`config.mk`:
```
export PLATFORM = sky130hd
export DESIGN_NAME = receive2fifo
export DESIGN_NICKNAME = d
export VERILOG_FILES = /design/src/rtl/receive2fifo_pkg.sv /design/src/rtl/receive2fifo_rx_hold_queue.sv /design/src/rtl/receive2fifo.sv
export SDC_FILE = /design/constraint.sdc
export NUM_CORES = 1
export LEC_CHECK = 0
export CORE_ASPECT_RATIO = 0.8
export CORE_MARGIN = 2
export CORE_UTILIZATION = 50
export DETAILED_ROUTE_END_ITERATION = 6
export DONT_BUFFER_PORTS = 1
export GPL_TIMING_DRIVEN = 0
export PLACE_DENSITY = 0.68
export SLEW_MARGIN = 20
export SYNTH_ARGS = -nofsm -noshare
export SYNTH_HDL_FRONTEND = slang
export SYNTH_SLANG_ARGS = --single-unit
```
`constraint.sdc`:
```
create_clock -name clk -period 1.7 [get_ports clk]
set_input_delay 0.085 -clock clk [delete_from_list [all_inputs] [get_ports clk]]
set_output_delay 0.085 -clock clk [all_outputs]
set_load 0.02 [all_outputs]
```
`src/rtl/receive2fifo_pkg.sv`:
```
// Shared constants for the UART receive-to-FIFO path.
//   BYTE_W    : width of a received byte
//   DEPTH_DEF : default holding-queue depth
//   CNT_W_DEF : default drop-counter width
//   clog2()   : ceiling log2, used to size the queue pointers and level
package receive2fifo_pkg;

  localparam int unsigned BYTE_W    = 8;
  localparam int unsigned DEPTH_DEF = 2;
  localparam int unsigned CNT_W_DEF = 8;

  // Ceiling log2; returns at least 1 so one-bit pointers still exist.
  function automatic int unsigned clog2(input int unsigned value);
    int unsigned result;
    result = 1;
    while ((32'd1 << result) < value) begin
      result = result + 1;
    end
    return result;
  endfunction

endpackage

```
`src/rtl/receive2fifo_rx_hold_queue.sv`:
```
// rx_hold_queue: generic circular queue with push, pop, full, empty and level.
//   clk, rst : clock, synchronous active-high reset (pointers/level only)
//   push     : store din at the write pointer (caller guarantees space)
//   pop      : discard the head entry (caller guarantees non-empty)
//   din      : data to store
//   dout     : head entry, valid whenever empty=0
//   full     : level == DEPTH
//   empty    : level == 0
//   level    : current occupancy
module rx_hold_queue
  import receive2fifo_pkg::*;
#(
  parameter int unsigned DEPTH = DEPTH_DEF,
  parameter int unsigned W     = BYTE_W
) (
  input  logic                  clk,
  input  logic                  rst,
  input  logic                  push,
  input  logic                  pop,
  input  logic [W-1:0]          din,
  output logic [W-1:0]          dout,
  output logic                  full,
  output logic                  empty,
  output logic [clog2(DEPTH):0] level
);

  localparam int unsigned PTR_W = clog2(DEPTH);
  localparam int unsigned LVL_W = PTR_W + 1;

  logic [W-1:0]     mem [DEPTH];
  logic [PTR_W-1:0] rd_ptr;
  logic [PTR_W-1:0] wr_ptr;

  // Advance a pointer, wrapping modulo DEPTH.
  function automatic logic [PTR_W-1:0] next_ptr(input logic [PTR_W-1:0] ptr);
    return (ptr == PTR_W'(DEPTH - 1)) ? '0 : ptr + PTR_W'(1);
  endfunction

  // Storage is never cleared; a push on a reset edge is discarded.
  always_ff @(posedge clk) begin
    if (push && !rst) begin
      mem[wr_ptr] <= din;
    end
  end

  // Pointer and occupancy bookkeeping.
  always_ff @(posedge clk) begin
    if (rst) begin
      rd_ptr <= '0;
      wr_ptr <= '0;
      level  <= '0;
    end else begin
      if (push) wr_ptr <= next_ptr(wr_ptr);
      if (pop)  rd_ptr <= next_ptr(rd_ptr);
      case ({push, pop})
        2'b10:   level <= level + LVL_W'(1);
        2'b01:   level <= level - LVL_W'(1);
        default: level <= level;
      endcase
    end
  end

  assign dout  = mem[rd_ptr];
  assign full  = (level == LVL_W'(DEPTH));
  assign empty = (level == '0);

endmodule

```
`src/rtl/receive2fifo.sv`:
```
// receive2fifo: moves UART receive bytes into the receive FIFO through a small
// holding queue; bytes arriving when the queue cannot take them are dropped
// and reported through a sticky overflow flag and saturating drop counter.
//   clk, rst       : clock, synchronous active-high reset
//   RxD_data_ready : one-cycle pulse, RxD_data valid
//   RxD_data       : received byte
//   buf_full       : receive FIFO full
//   wr_en          : FIFO write strobe (from registers and buf_full only)
//   buf_in         : byte presented to the FIFO (head of holding queue)
//   clr_overflow   : clears overflow and drop_count (a same-edge drop wins)
//   overflow       : sticky drop indicator
//   drop_count     : dropped-byte count, saturating at all-ones
//   hold_level     : holding-queue occupancy
module receive2fifo
  import receive2fifo_pkg::*;
#(
  parameter int unsigned DEPTH = DEPTH_DEF,
  parameter int unsigned CNT_W = CNT_W_DEF
) (
  input  logic                  clk,
  input  logic                  rst,
  input  logic                  RxD_data_ready,
  input  logic [BYTE_W-1:0]     RxD_data,
  input  logic                  buf_full,
  output logic                  wr_en,
  output logic [BYTE_W-1:0]     buf_in,
  input  logic                  clr_overflow,
  output logic                  overflow,
  output logic [CNT_W-1:0]      drop_count,
  output logic [clog2(DEPTH):0] hold_level
);

  logic q_full;
  logic q_empty;
  logic push;
  logic drop;

  // Pop whenever the queue holds data and the FIFO can take it.
  assign wr_en = !q_empty && !buf_full;

  // A full queue that pops on this edge still has room for the incoming byte.
  assign push = RxD_data_ready && (!q_full || wr_en);
  assign drop = RxD_data_ready && q_full && !wr_en;

  rx_hold_queue #(
    .DEPTH (DEPTH),
    .W     (BYTE_W)
  ) u_queue (
    .clk   (clk),
    .rst   (rst),
    .push  (push),
    .pop   (wr_en),
    .din   (RxD_data),
    .dout  (buf_in),
    .full  (q_full),
    .empty (q_empty),
    .level (hold_level)
  );

  // Drop bookkeeping; a drop on a clear edge restarts the count at one.
  always_ff @(posedge clk) begin
    if (rst) begin
      overflow   <= 1'b0;
      drop_count <= '0;
    end else if (drop) begin
      overflow <= 1'b1;
      if (clr_overflow) begin
        drop_count <= CNT_W'(1);
      end else if (drop_count != '1) begin
        drop_count <= drop_count + CNT_W'(1);
      end
    end else if (clr_overflow) begin
      overflow   <= 1'b0;
      drop_count <= '0;
    end
  end

endmodule

```
# Word-level counts from Yosys, hierarchy flattened
# Memories as Yosys holds them, arrays and structs flattened. A register that Yosys moved wholly into a read port is not among the register bits.
# Index checks and enable logic that the tools add are counted.
# Widths: inputs -> output; s select.
# classes
add_sub_neg,5
mux,13
n_eq_ne,4
reduce_logical,16
# ops
operator,count
$mux 8,4
$add 8x1->8 const B,1
$mux 1,8
$ne 8x8->1 const B,1
$reduce_bool 2->1,3
$logic_and 1x1->1,5
$logic_not 1->1,5
$eq 2x2->1 const B,2
$pmux 2 s2,1
$add 1x1->1 const B,2
$add 2x1->2 const B,1
$eq 2x1->1 const B,1
$logic_not 2->1,1
$reduce_and 2->1,1
$sub 2x1->2 const B,1
$logic_or 1x1->1,1
# totals
register_bits,13
n_memories,1
output_inout_bits,20
word_cells,44
ramBits,16
input_bits,13
# memory_table
memory,depth,word_bits,read_ports,rd_ports_with_merged_regs,write_ports,line,source
u_queue.mem,2,8,1,1,1,receive2fifo_rx_hold_queue.sv:30,logic [W-1:0] mem [DEPTH];

# Depth between registers and ports, before layout
# Gate-level depths: netlist of the first run.
# depth
ltp_word,8
mapped_depth,6
mapped_depth_nobuf,6

# Hierarchy
# Synthesis of the first run repeated with hierarchy kept, for this count alone.
# hier_totals
cells_unflattened,101
area_unflattened_um2,1262.5
# by_module_without_submodules
mod,seq_area_each_um2,area_per_inst_um2,instances,cells_each
rx_hold_queue,580.6,783.3,1,47
receive2fifo,180.2,479.2,1,54

# Least setup slack after synthesis of the first run
# No wires, ideal clock.
# synth_path
kind,flip-flop to flip-flop
startpoint,register u_queue.level[0]
endpoint,register u_queue.level[1]
setup_ns,0.070
path_stages_with_launch,6
t_arrival_ns,1.801
n_path_buf,0
synth_period_minus_slack_ns,1.872
path_slack_ns,-0.172
t_required_ns,1.630
path_cell_list,dfxtp_1 -> nor2_1 -> nor2_1 -> ha_1 -> or3_1 -> a21oi_1
# synth_between
elab_chain_cells,7
word_cells_on_any_way,13
classes_between,2 x add/sub; 3 x eq/ne; 1 x mux; 7 x reduce/logical
# synth_rtl
element,line,source
start: declaration,receive2fifo_rx_hold_queue.sv:24,output logic [clog2(DEPTH):0] level
start signal: assignment,receive2fifo_rx_hold_queue.sv:56,2'b10: level <= level + LVL_W'(1);
start signal: assignment,receive2fifo_rx_hold_queue.sv:57,2'b01: level <= level - LVL_W'(1);
start signal: assignment,receive2fifo_rx_hold_queue.sv:58,default: level <= level;
$logic_not 2->1 *,receive2fifo_rx_hold_queue.sv:65,assign empty = (level == '0);
$logic_not 1->1 *,receive2fifo.sv:39,assign wr_en = !q_empty && !buf_full;
$logic_and 1x1->1 *,receive2fifo.sv:39,
via wr_en,receive2fifo.sv:25,"output logic wr_en,"
$logic_or 1x1->1,receive2fifo.sv:42,assign push = RxD_data_ready && (!q_full || wr_en);
$logic_and 1x1->1,receive2fifo.sv:42,
$eq 2x1->1 / $eq 2x2->1 (equally long branches),receive2fifo_rx_hold_queue.sv:55,"case ({push, pop})"
$pmux 2 s2 / $reduce_bool 2->1 (equally long branches),--,
# Mark *: on every way through the listed nets, which the timed path passes. The rest lies on a longest branch.
# A chain may end at the register's enable or synchronous reset.

# Worst setup path in the final report of the first run
# Ends and elaborated chain as after synthesis.

==> results of run 1 <==
==> sequential cells by signal, summed over array words and instances, names as in the netlist, named ones only <==
| register | count |
|---|---|
| overflow | 1 |
| u_queue.mem | 16 |
| drop_count | 8 |
| u_queue.level | 2 |
| u_queue.rd_ptr | 1 |
| u_queue.wr_ptr | 1 |
==> area by class of cell <==
cell class | count | area (sq um)
multi-input cells | 62 | 484
repair buffers | 9 | 90.1
clock inverters | 3 | 16.3
clock buffers | 5 | 37.5
fillers | 210 | 940
inverters | 3 | 11.3
well taps | 27 | 33.8
plain buffers | 3 | 18.8
flip-flops and latches | 30 | 771
==> layout by cell type, fill, tap and decap left out, drive strengths merged, types with 3 or more instances in the layout <==
master        n
a21oi         5
clkbuf        7
dfxtp        14
dlygate4sd3   9
edfxtp       16
inv           3
mux2          8
nand2         4
nor2         11
o21ai         5
or3           3
xor2          5
==> routing by layer <==
layer,part of all wire [%],GRT usage [%],up-vias
met5,0,0,-
met4,2.1,10.7,0
met3,8.2,7.22,5
met2,50,26.6,39
met1,40,19.0,383
li1,-,-,392
==> worst min path at each step <==
stage	end	start	cells after the start
floorplan	u_queue.mem[0][0]	RxD_data[0]	0
global placement	u_queue.mem[1][4]	RxD_data[4]	0
detailed placement	u_queue.mem[1][2]	RxD_data[2]	0
CTS	overflow	clr_overflow	3
global route	drop_count[0]	clr_overflow	2
finish	overflow	clr_overflow	3
==> synthesized netlist by cell type <==
library cell	n	area share [%]
a211oi_1	1	0.60
a21oi_1	5	2.0
a41o_1	1	0.81
and2_1	1	0.50
and3_1	2	1.0
and4b_1	1	0.81
buf_6	1	0.91
clkbuf_1	2	0.60
dfxtp_1	14	23
edfxtp_1	16	39
ha_1	2	2.0
inv_1	3	0.91
mux2_2	8	7.3
mux2i_1	1	0.81
nand2_1	4	1.2
nand3_1	2	0.81
nand4_4	1	1.7
nor2_1	11	3.3
nor3_1	2	0.81
nor3b_1	1	0.60
o2111ai_1	1	0.71
o211ai_1	1	0.60
o211ai_4	1	1.7
o21ai_0	5	2.0
o21bai_1	1	0.60
or3_1	3	1.5
xnor2_1	2	1.4
xor2_1	5	3.5
==> cells by family after synthesis <==
kind of cell | Yosys count
DFF | 30
buffers and inverters | 6
and+or+nand+nor | 28
xor gates and xnor gates | 7
AOI/OAI and AO/OA | 16
adders and majority gates | 2
muxes | 9
==> critical path: cells and delay by family, from the launching register on <==
kind                       cells  cell delay, ns
AOI/OAI and AO/OA              1            0.14
adders and majority gates      1            0.34
DFF                            1            0.40
and+or+nand+nor                3            0.67
==> timing repair <==
item / in CTS / in global routing
endpoints found under the setup margin: 18 / 8
buffers inserted: 0 / 0
endpoints found under the hold margin: 16 / 1
gates resized for setup: 6 / 7
hold buffers: 8 / 1
==> power groups by stage <==
stage	combinational, mW	sequential [mW]	clock, mW
final	0.414	0.948	0.391
after global routing	0.452	0.962	0.450
after CTS	0.413	0.934	0.408
after detailed placement	0.382	0.942	0
after global placement	0.369	0.938	0
after floorplan	0.334	0.928	0
==> flow_summary.json, run 1 <==
{
  "status": "completed",
  "synth_cells": 98,
  "cp_cell_sequence": "nor2_1, nor2_4, ha_1, or3_1, a21oi_1",
  "ys_seq_elements": 30,
  "dp.cells": 125,
  "pre_cts_ws_ns": -0.575,
  "grt_pass1_wl_mm": 3.66,
  "dp.final_hpwl_mm": 1.48,
  "endpoint": "u_queue.level[1]",
  "pwr-share-clk_pct": 22.3,
  "finalPower_mw": 1.75,
  "crit_path_max_incr_delay_ns": 0.40,
  "post-route-util_pct": 60.9,
  "routed_wl_mm": 2.15,
  "rsz0062_at_grt": "no",
  "post-route-drc-count": 0,
  "vias": 819,
  "grt_max_degree": 11,
  "hold_viol_final": 0,
  "p_leak_nw": 0.524,
  "fin_worst_skew_ns": 0.0156,
  "yosysSeqAreaShare_pct": 61.2,
  "dr.first_iter.drc_count": 59,
  "die_w_microns": 59.7,
  "critPathRequiredTime_ns": 1.94,
  "critPathLaunch": "u_queue.level[0]",
  "reg2reg_to": "u_queue.level[1]",
  "io_buffers": 0,
  "synth_cell_types": 28,
  "n_antenna_cell": 0,
  "synth_xor_area_share_pct": 4.93,
  "synthMuxAreaShare_pct": 8.06,
  "timing.rr.start": "u_queue.level[0]",
  "place_congestion": 0.800,
  "num_rows": 16,
  "core_area_sq_mm": 0.00240,
  "hp-class": "primary input to flip-flop",
  "clk_pin_slew_ns": 0.08,
  "drv_slew": 0,
  "synth-adder-area-share_pct": 2.01,
  "area_delta_synth_final_pct": 17.7,
  "slew_headroom_pct": 54.6,
  "final_antenna_net_count": 0,
  "synth_top_family_by_area": "simple AND/OR/NAND/NOR gates",
  "p_int_mw": 1.18,
  "fin_ws_ns": 0.0851,
  "ir_drop_v": 0.000643,
  "drv_cap": 0,
  "r2r_setup_slack_ns": 0.09,
  "period_share_pct": 95.0,
  "grt_pass1_vias": 863,
  "fin_crit_ns": 1.61,
  "drive_above_1_share_pct": 23.5,
  "setup-tns-final_ns": 0,
  "p_sw_mw": 0.574,
  "ios": 33,
  "viasPerCell": 5.77,
  "power.density_mw_per_mm2": 1200,
  "firstDrtPassIters": 4,
  "seqPwrFrac_pct": 54.1,
  "wire_per_inst_microns": 15.1,
  "cp_max_fo": 6,
  "tightest_slew_ns": 0.678,
  "syn_area_sq_mm": 0.00124,
  "synth_area_per_cell_sq_um": 12.7,
  "setup_violations": 0,
  "rr_worst_depth": 5,
  "synthesis.nets": 113,
  "start_util_pct": 51.7,
  "switching_share_pct": 32.8,
  "clk_path_buf_depth": 2,
  "root_buffer": "clkbuf_4",
  "insertion_delay_ns": 0.33,
  "dieArea_sq_mm": 0.00290,
  "die_h_microns": 48.6,
  "fmax_ghz": 0.619,
  "cts_tree": "yes",
  "p_comb_share_pct": 23.6,
  "worstSetupPathType": "flip-flop to flip-flop",
  "nets": 129,
  "final-instance-count-excl-fill": 142,
  "crit_slowest_cell": "dfxtp_4",
  "globalRouteTotalUtil_pct": 17.2,
  "crit_path_start_kind": "flip-flop",
  "endpoint_kind": "flip-flop",
  "stdcell_area_sq_mm": 0.00146,
  "htree_levels": 2,
  "synth_compound_area_share_pct": 9.06,
  "cts.sinks": 30,
  "cp.arrival_ns": 1.86,
  "yosys.area_share.simple_pct": 12.3,
  "place_area_sq_mm": 0.00128,
  "grt-ovfl-total": 0,
  "cts_inserted_buffers": 5,
  "antenna_found_initial": 0,
  "hold_ws_ns": 0.0385,
  "ys_warn_count": 0
}
(Power assumes the default switching activity.)
==> run 2: changes to the inputs <==
--- a/config.mk
+++ b/config.mk
@@ -5,13 +5,16 @@
 export SDC_FILE = /design/constraint.sdc
 export NUM_CORES = 1
 export LEC_CHECK = 0
+export CELL_PAD_IN_SITES_DETAIL_PLACEMENT = 1
+export CELL_PAD_IN_SITES_GLOBAL_PLACEMENT = 1
 export CORE_ASPECT_RATIO = 0.8
 export CORE_MARGIN = 2
-export CORE_UTILIZATION = 50
+export CORE_UTILIZATION = 43
+export CTS_CLUSTER_SIZE = 24
 export DETAILED_ROUTE_END_ITERATION = 6
 export DONT_BUFFER_PORTS = 1
 export GPL_TIMING_DRIVEN = 0
-export PLACE_DENSITY = 0.68
+export PLACE_DENSITY_LB_ADDON = 0.1
 export SLEW_MARGIN = 20
 export SYNTH_ARGS = -nofsm -noshare
 export SYNTH_HDL_FRONTEND = slang
==> flow_summary.json, run 2 (same netlist as run 1, synthesis figures left out) <==
{
  "post-route-util_pct": 53.5,
  "crit_path_start_kind": "flip-flop",
  "r2r_setup_slack_ns": 0.08,
  "grt_max_degree": 10,
  "cts_tree": "yes",
  "period_share_pct": 95.1,
  "cts_inserted_buffers": 5,
  "start_util_pct": 45.3,
  "n_antenna_cell": 0,
  "htree_levels": 2,
  "dp.cells": 136,
  "globalRouteTotalUtil_pct": 17.4,
  "dieArea_sq_mm": 0.00334,
  "cp.arrival_ns": 1.88,
  "dp.final_hpwl_mm": 1.66,
  "die_w_microns": 64.1,
  "nets": 128,
  "insertion_delay_ns": 0.33,
  "setup-tns-final_ns": 0,
  "num_rows": 17,
  "hold_viol_final": 0,
  "fmax_ghz": 0.619,
  "fin_crit_ns": 1.62,
  "ios": 33,
  "grt_pass1_wl_mm": 4.04,
  "viasPerCell": 5.34,
  "hp-class": "primary input to flip-flop",
  "firstDrtPassIters": 4,
  "final_cell_mix": "16 x edfxtp_1, 10 x nor2_1, 10 x dfxtp_1",
  "drive_above_1_share_pct": 21.9,
  "largest_reg_flops": 16,
  "finalPower_mw": 1.81,
  "antenna_found_initial": 0,
  "dr.first_iter.drc_count": 36,
  "place_congestion": 0.639,
  "final-instance-count-excl-fill": 152,
  "final_common_cell": "edfxtp_1",
  "slew_headroom_pct": 52.0,
  "post-route-drc-count": 0,
  "clk_pin_slew_ns": 0.10,
  "status": "completed",
  "clk_path_buf_depth": 2,
  "core_area_sq_mm": 0.00274,
  "fin_worst_skew_ns": 0.0151,
  "routed_wl_mm": 2.44,
  "grt_pass1_vias": 887,
  "drv_slew": 0,
  "die_h_microns": 52.1,
  "cts.sinks": 30,
  "worstSetupPathType": "flip-flop to flip-flop",
  "vias": 812,
  "drv_cap": 0,
  "endpoint_kind": "flip-flop",
  "rsz0062_at_grt": "no",
  "p_leak_nw": 0.524,
  "final_antenna_net_count": 0,
  "grt-ovfl-total": 0,
  "io_buffers": 0,
  "largest_register": "u_queue.mem",
  "fillers": 276,
  "ir_drop_v": 0.000859,
  "wire_per_inst_microns": 16.1,
  "tightest_slew_ns": 0.716,
  "setup_violations": 0,
  "cp_max_fo": 6,
  "power.density_mw_per_mm2": 1230,
  "area_delta_synth_final_pct": 18.1,
  "reg_top3": "u_queue.mem (16), drop_count (8), u_queue.level (2)",
  "root_buffer": "clkbuf_4",
  "critPathRequiredTime_ns": 1.96
}
run 2: per-stage QoR:
| stage | hold WS [ns] | instance area, sq um | setup WS [ns] |
|---|---|---|---|
| 2_1_floorplan | 0.184 | 1250 | -0.121 |
| 3_3_place_gp | 0.184 | 1300 | -0.499 |
| 3_5_place_dp | 0.184 | 1300 | -0.519 |
| 4_1_cts | 0.0438 | 1450 | 0.0140 |
| 5_1_grt | 0.0397 | 1470 | 0.0149 |
| 6_report | 0.0149 | 1470 | 0.0839 |
run 2: worst max-delay path: stages (launching register included):
cell and delay [ns]:
dfxtp_4 0.40, nor2_1 0.20, nor2_4 0.10, ha_1 0.34, or3_1 0.39, a21oi_1 0.14
run 2: final timing paths:
check / from / end / depth (start not counted)
worst max-delay path: u_queue.level[0] / u_queue.level[1] / 5
worst min register to register: u_queue.rd_ptr / flip-flop / 2
worst max register to register: u_queue.level[0] / u_queue.level[1] / 5
worst min-delay path: RxD_data_ready / u_queue.wr_ptr / 3
run 2: report_power, final:
group / total, mW / switching (mW) / leakage [nW] / internal, mW
Sequential: 0.949 / 0.0947 / 0.263 / 0.855
Clock: 0.437 / 0.234 / 0.0326 / 0.204
Combinational: 0.425 / 0.256 / 0.228 / 0.169
run 2: timing repair:
action	4_1_cts	5_1_grt
setup endpoints to repair	19	8
hold endpoints to repair	16	0
gates resized for setup	7	5
hold buffers	8	0
buffers inserted	0	0
run 2: final cells by class:
type	instances	area [sq um]	area share, %
sequential	30	771	52.5
multi-input combinational	62	480	32.7
timing repair buffer	8	80.1	5.46
clock buffer	8	58.8	4.01
tap	38	47.5	3.24
buffer	3	18.8	1.28
inverter	3	11.3	0.767
run 2: metal layers:
layer	part of all wire [%]	GRT usage, %
met1	43	19.4
met2	49	27.6
met3	6.3	7.58
met4	2.3	10.6
met5	0	0
==> run 3: changes to the inputs <==
--- a/config.mk
+++ b/config.mk
@@ -14,7 +14,7 @@
 export DETAILED_ROUTE_END_ITERATION = 6
 export DONT_BUFFER_PORTS = 1
 export GPL_TIMING_DRIVEN = 0
-export PLACE_DENSITY_LB_ADDON = 0.1
+export PLACE_DENSITY = 0.72
 export SLEW_MARGIN = 20
 export SYNTH_ARGS = -nofsm -noshare
 export SYNTH_HDL_FRONTEND = slang
==> constraint.sdc (replaced) <==
create_clock -name clk -period 1.4 [get_ports clk]
set_input_delay 0.07 -clock clk [delete_from_list [all_inputs] [get_ports clk]]
set_output_delay 0.07 -clock clk [all_outputs]
set_load 0.02 [all_outputs]
==> flow_summary.json, run 3 (same netlist as run 1, synthesis figures left out) <==
{
  "status": "complete, but fails checks",
  "violations": "setup timing",
  "grt_max_degree": 10,
  "grt_pass1_vias": 878,
  "post-route-drc-count": 0,
  "fillers": 264,
  "timing.rr.start": "u_queue.level[0]",
  "fmax_ghz": 0.657,
  "firstDrtPassIters": 3,
  "crit_path_start_kind": "flip-flop",
  "root_buffer": "clkbuf_4",
  "num_rows": 17,
  "dieArea_sq_mm": 0.00334,
  "finalPower_mw": 2.25,
  "rr_worst_depth": 6,
  "dp.final_hpwl_mm": 1.69,
  "pre_cts_ws_ns": -0.193,
  "ir_drop_v": 0.000932,
  "dp.cells": 136,
  "cp_max_fo": 6,
  "final_antenna_net_count": 0,
  "htree_levels": 2,
  "rsz0062_at_grt": "yes",
  "die_w_microns": 64.1,
  "clk_path_buf_depth": 2,
  "hp-class": "primary input to flip-flop",
  "tightest_slew_ns": 0.666,
  "hold_ws_ns": 0.0505,
  "final_cell_mix": "16 x edfxtp_1, 9 x nor2_1, 9 x dlygate4sd3_1",
  "final_common_cell": "edfxtp_1",
  "drive_above_1_share_pct": 41.0,
  "fin_ws_ns": -0.121,
  "nets": 136,
  "area_delta_synth_final_pct": 34.5,
  "grt_pass1_wl_mm": 4.19,
  "drv_slew": 0,
  "r2r_setup_slack_ns": -0.12,
  "cts_inserted_buffers": 5,
  "largest_register": "u_queue.mem",
  "final-instance-count-excl-fill": 160,
  "cts_tree": "yes",
  "place_area_sq_mm": 0.00136,
  "grt-ovfl-total": 0,
  "worstSetupPathType": "flip-flop to flip-flop",
  "reg_top3": "u_queue.mem (16), drop_count (8), u_queue.level (2)",
  "vias": 825,
  "setup-tns-final_ns": -0.741,
  "start_util_pct": 45.3,
  "place_congestion": 0.683,
  "slew_headroom_pct": 55.3,
  "power.density_mw_per_mm2": 1350,
  "post-route-util_pct": 60.9,
  "antenna_found_initial": 0,
  "die_h_microns": 52.1,
  "drv_cap": 0,
  "globalRouteTotalUtil_pct": 17.6,
  "stdcell_area_sq_mm": 0.00167,
  "critPathRequiredTime_ns": 1.66,
  "io_buffers": 0,
  "period_share_pct": 109,
  "setup_violations": 11,
  "insertion_delay_ns": 0.33,
  "reg2reg_to": "u_queue.level[1]",
  "wire_per_inst_microns": 16.9,
  "ios": 33,
  "cts.sinks": 30,
  "viasPerCell": 5.16,
  "dr.first_iter.drc_count": 20,
  "fin_crit_ns": 1.52,
  "core_area_sq_mm": 0.00274,
  "critPathLaunch": "u_queue.level[0]",
  "largest_reg_flops": 16,
  "hold_viol_final": 0,
  "clk_pin_slew_ns": 0.09,
  "fin_worst_skew_ns": 0.00910,
  "endpoint": "u_queue.level[1]",
  "cp.arrival_ns": 1.78,
  "routed_wl_mm": 2.70,
  "endpoint_kind": "flip-flop",
  "n_antenna_cell": 0,
  "p_leak_nw": 0.582
}
-- run 3: metal layers --
| layer | vias up | GRT usage [%] | part of all wire, % |
|---|---|---|---|
| li1 | 401 | - | - |
| met1 | 399 | 20.3 | 41 |
| met5 | - | 0 | 0 |
| met2 | 21 | 27.8 | 51 |
| met4 | 0 | 9.57 | 2.0 |
| met3 | 4 | 7.79 | 5.9 |
-- run 3: layout make-up --
| type | count | area [sq um] | share of cell area [%] |
|---|---|---|---|
| flip-flops and latches | 30 | 790 | 47.2 |
| clock buffers | 8 | 48.8 | 2.92 |
| repair buffers | 17 | 170 | 10.2 |
| multi-input cells | 62 | 589 | 35.3 |
| well taps | 38 | 47.5 | 2.84 |
| plain buffers | 2 | 15.0 | 0.898 |
| inverters | 3 | 11.3 | 0.674 |
-- run 3: how the worst min path moves through the flow --
stage / from / end / cells past startpoint
after global placement: RxD_data[0] / u_queue.mem[0][0] / 0
final: buf_full / flip-flop / 3
after floorplan: RxD_data[0] / u_queue.mem[0][0] / 0
after global routing: buf_full / flip-flop / 3
after detailed placement: RxD_data[0] / u_queue.mem[1][0] / 0
after CTS: buf_full / flip-flop / 3
-- run 3: report_power, final --
| part | internal, mW | total (mW) | leakage (nW) | switching (mW) |
|---|---|---|---|---|
| clock network | 0.200 | 0.482 | 0.0265 | 0.282 |
| registers | 1.03 | 1.20 | 0.268 | 0.167 |
| logic | 0.270 | 0.566 | 0.287 | 0.296 |
-- run 3: what timing repair did --
action | in CTS | in global routing
gates cloned | 0 | 0
buffers inserted | 5 | 3
hold endpoints to repair | 18 | 0
hold buffers | 9 | 0
resized for setup | 11 | 16
pin swaps | 6 | 8
setup endpoints to repair | 32 | 24
-- run 3: critical path, cell delays in order, from the launching register on --
cell and delay (ns):
dfxtp_4 0.45, nor2_4 0.06, nor2_4 0.21, ha_4 0.17
xnor2_1 0.06, or3_1 0.38, a21oi_1 0.12
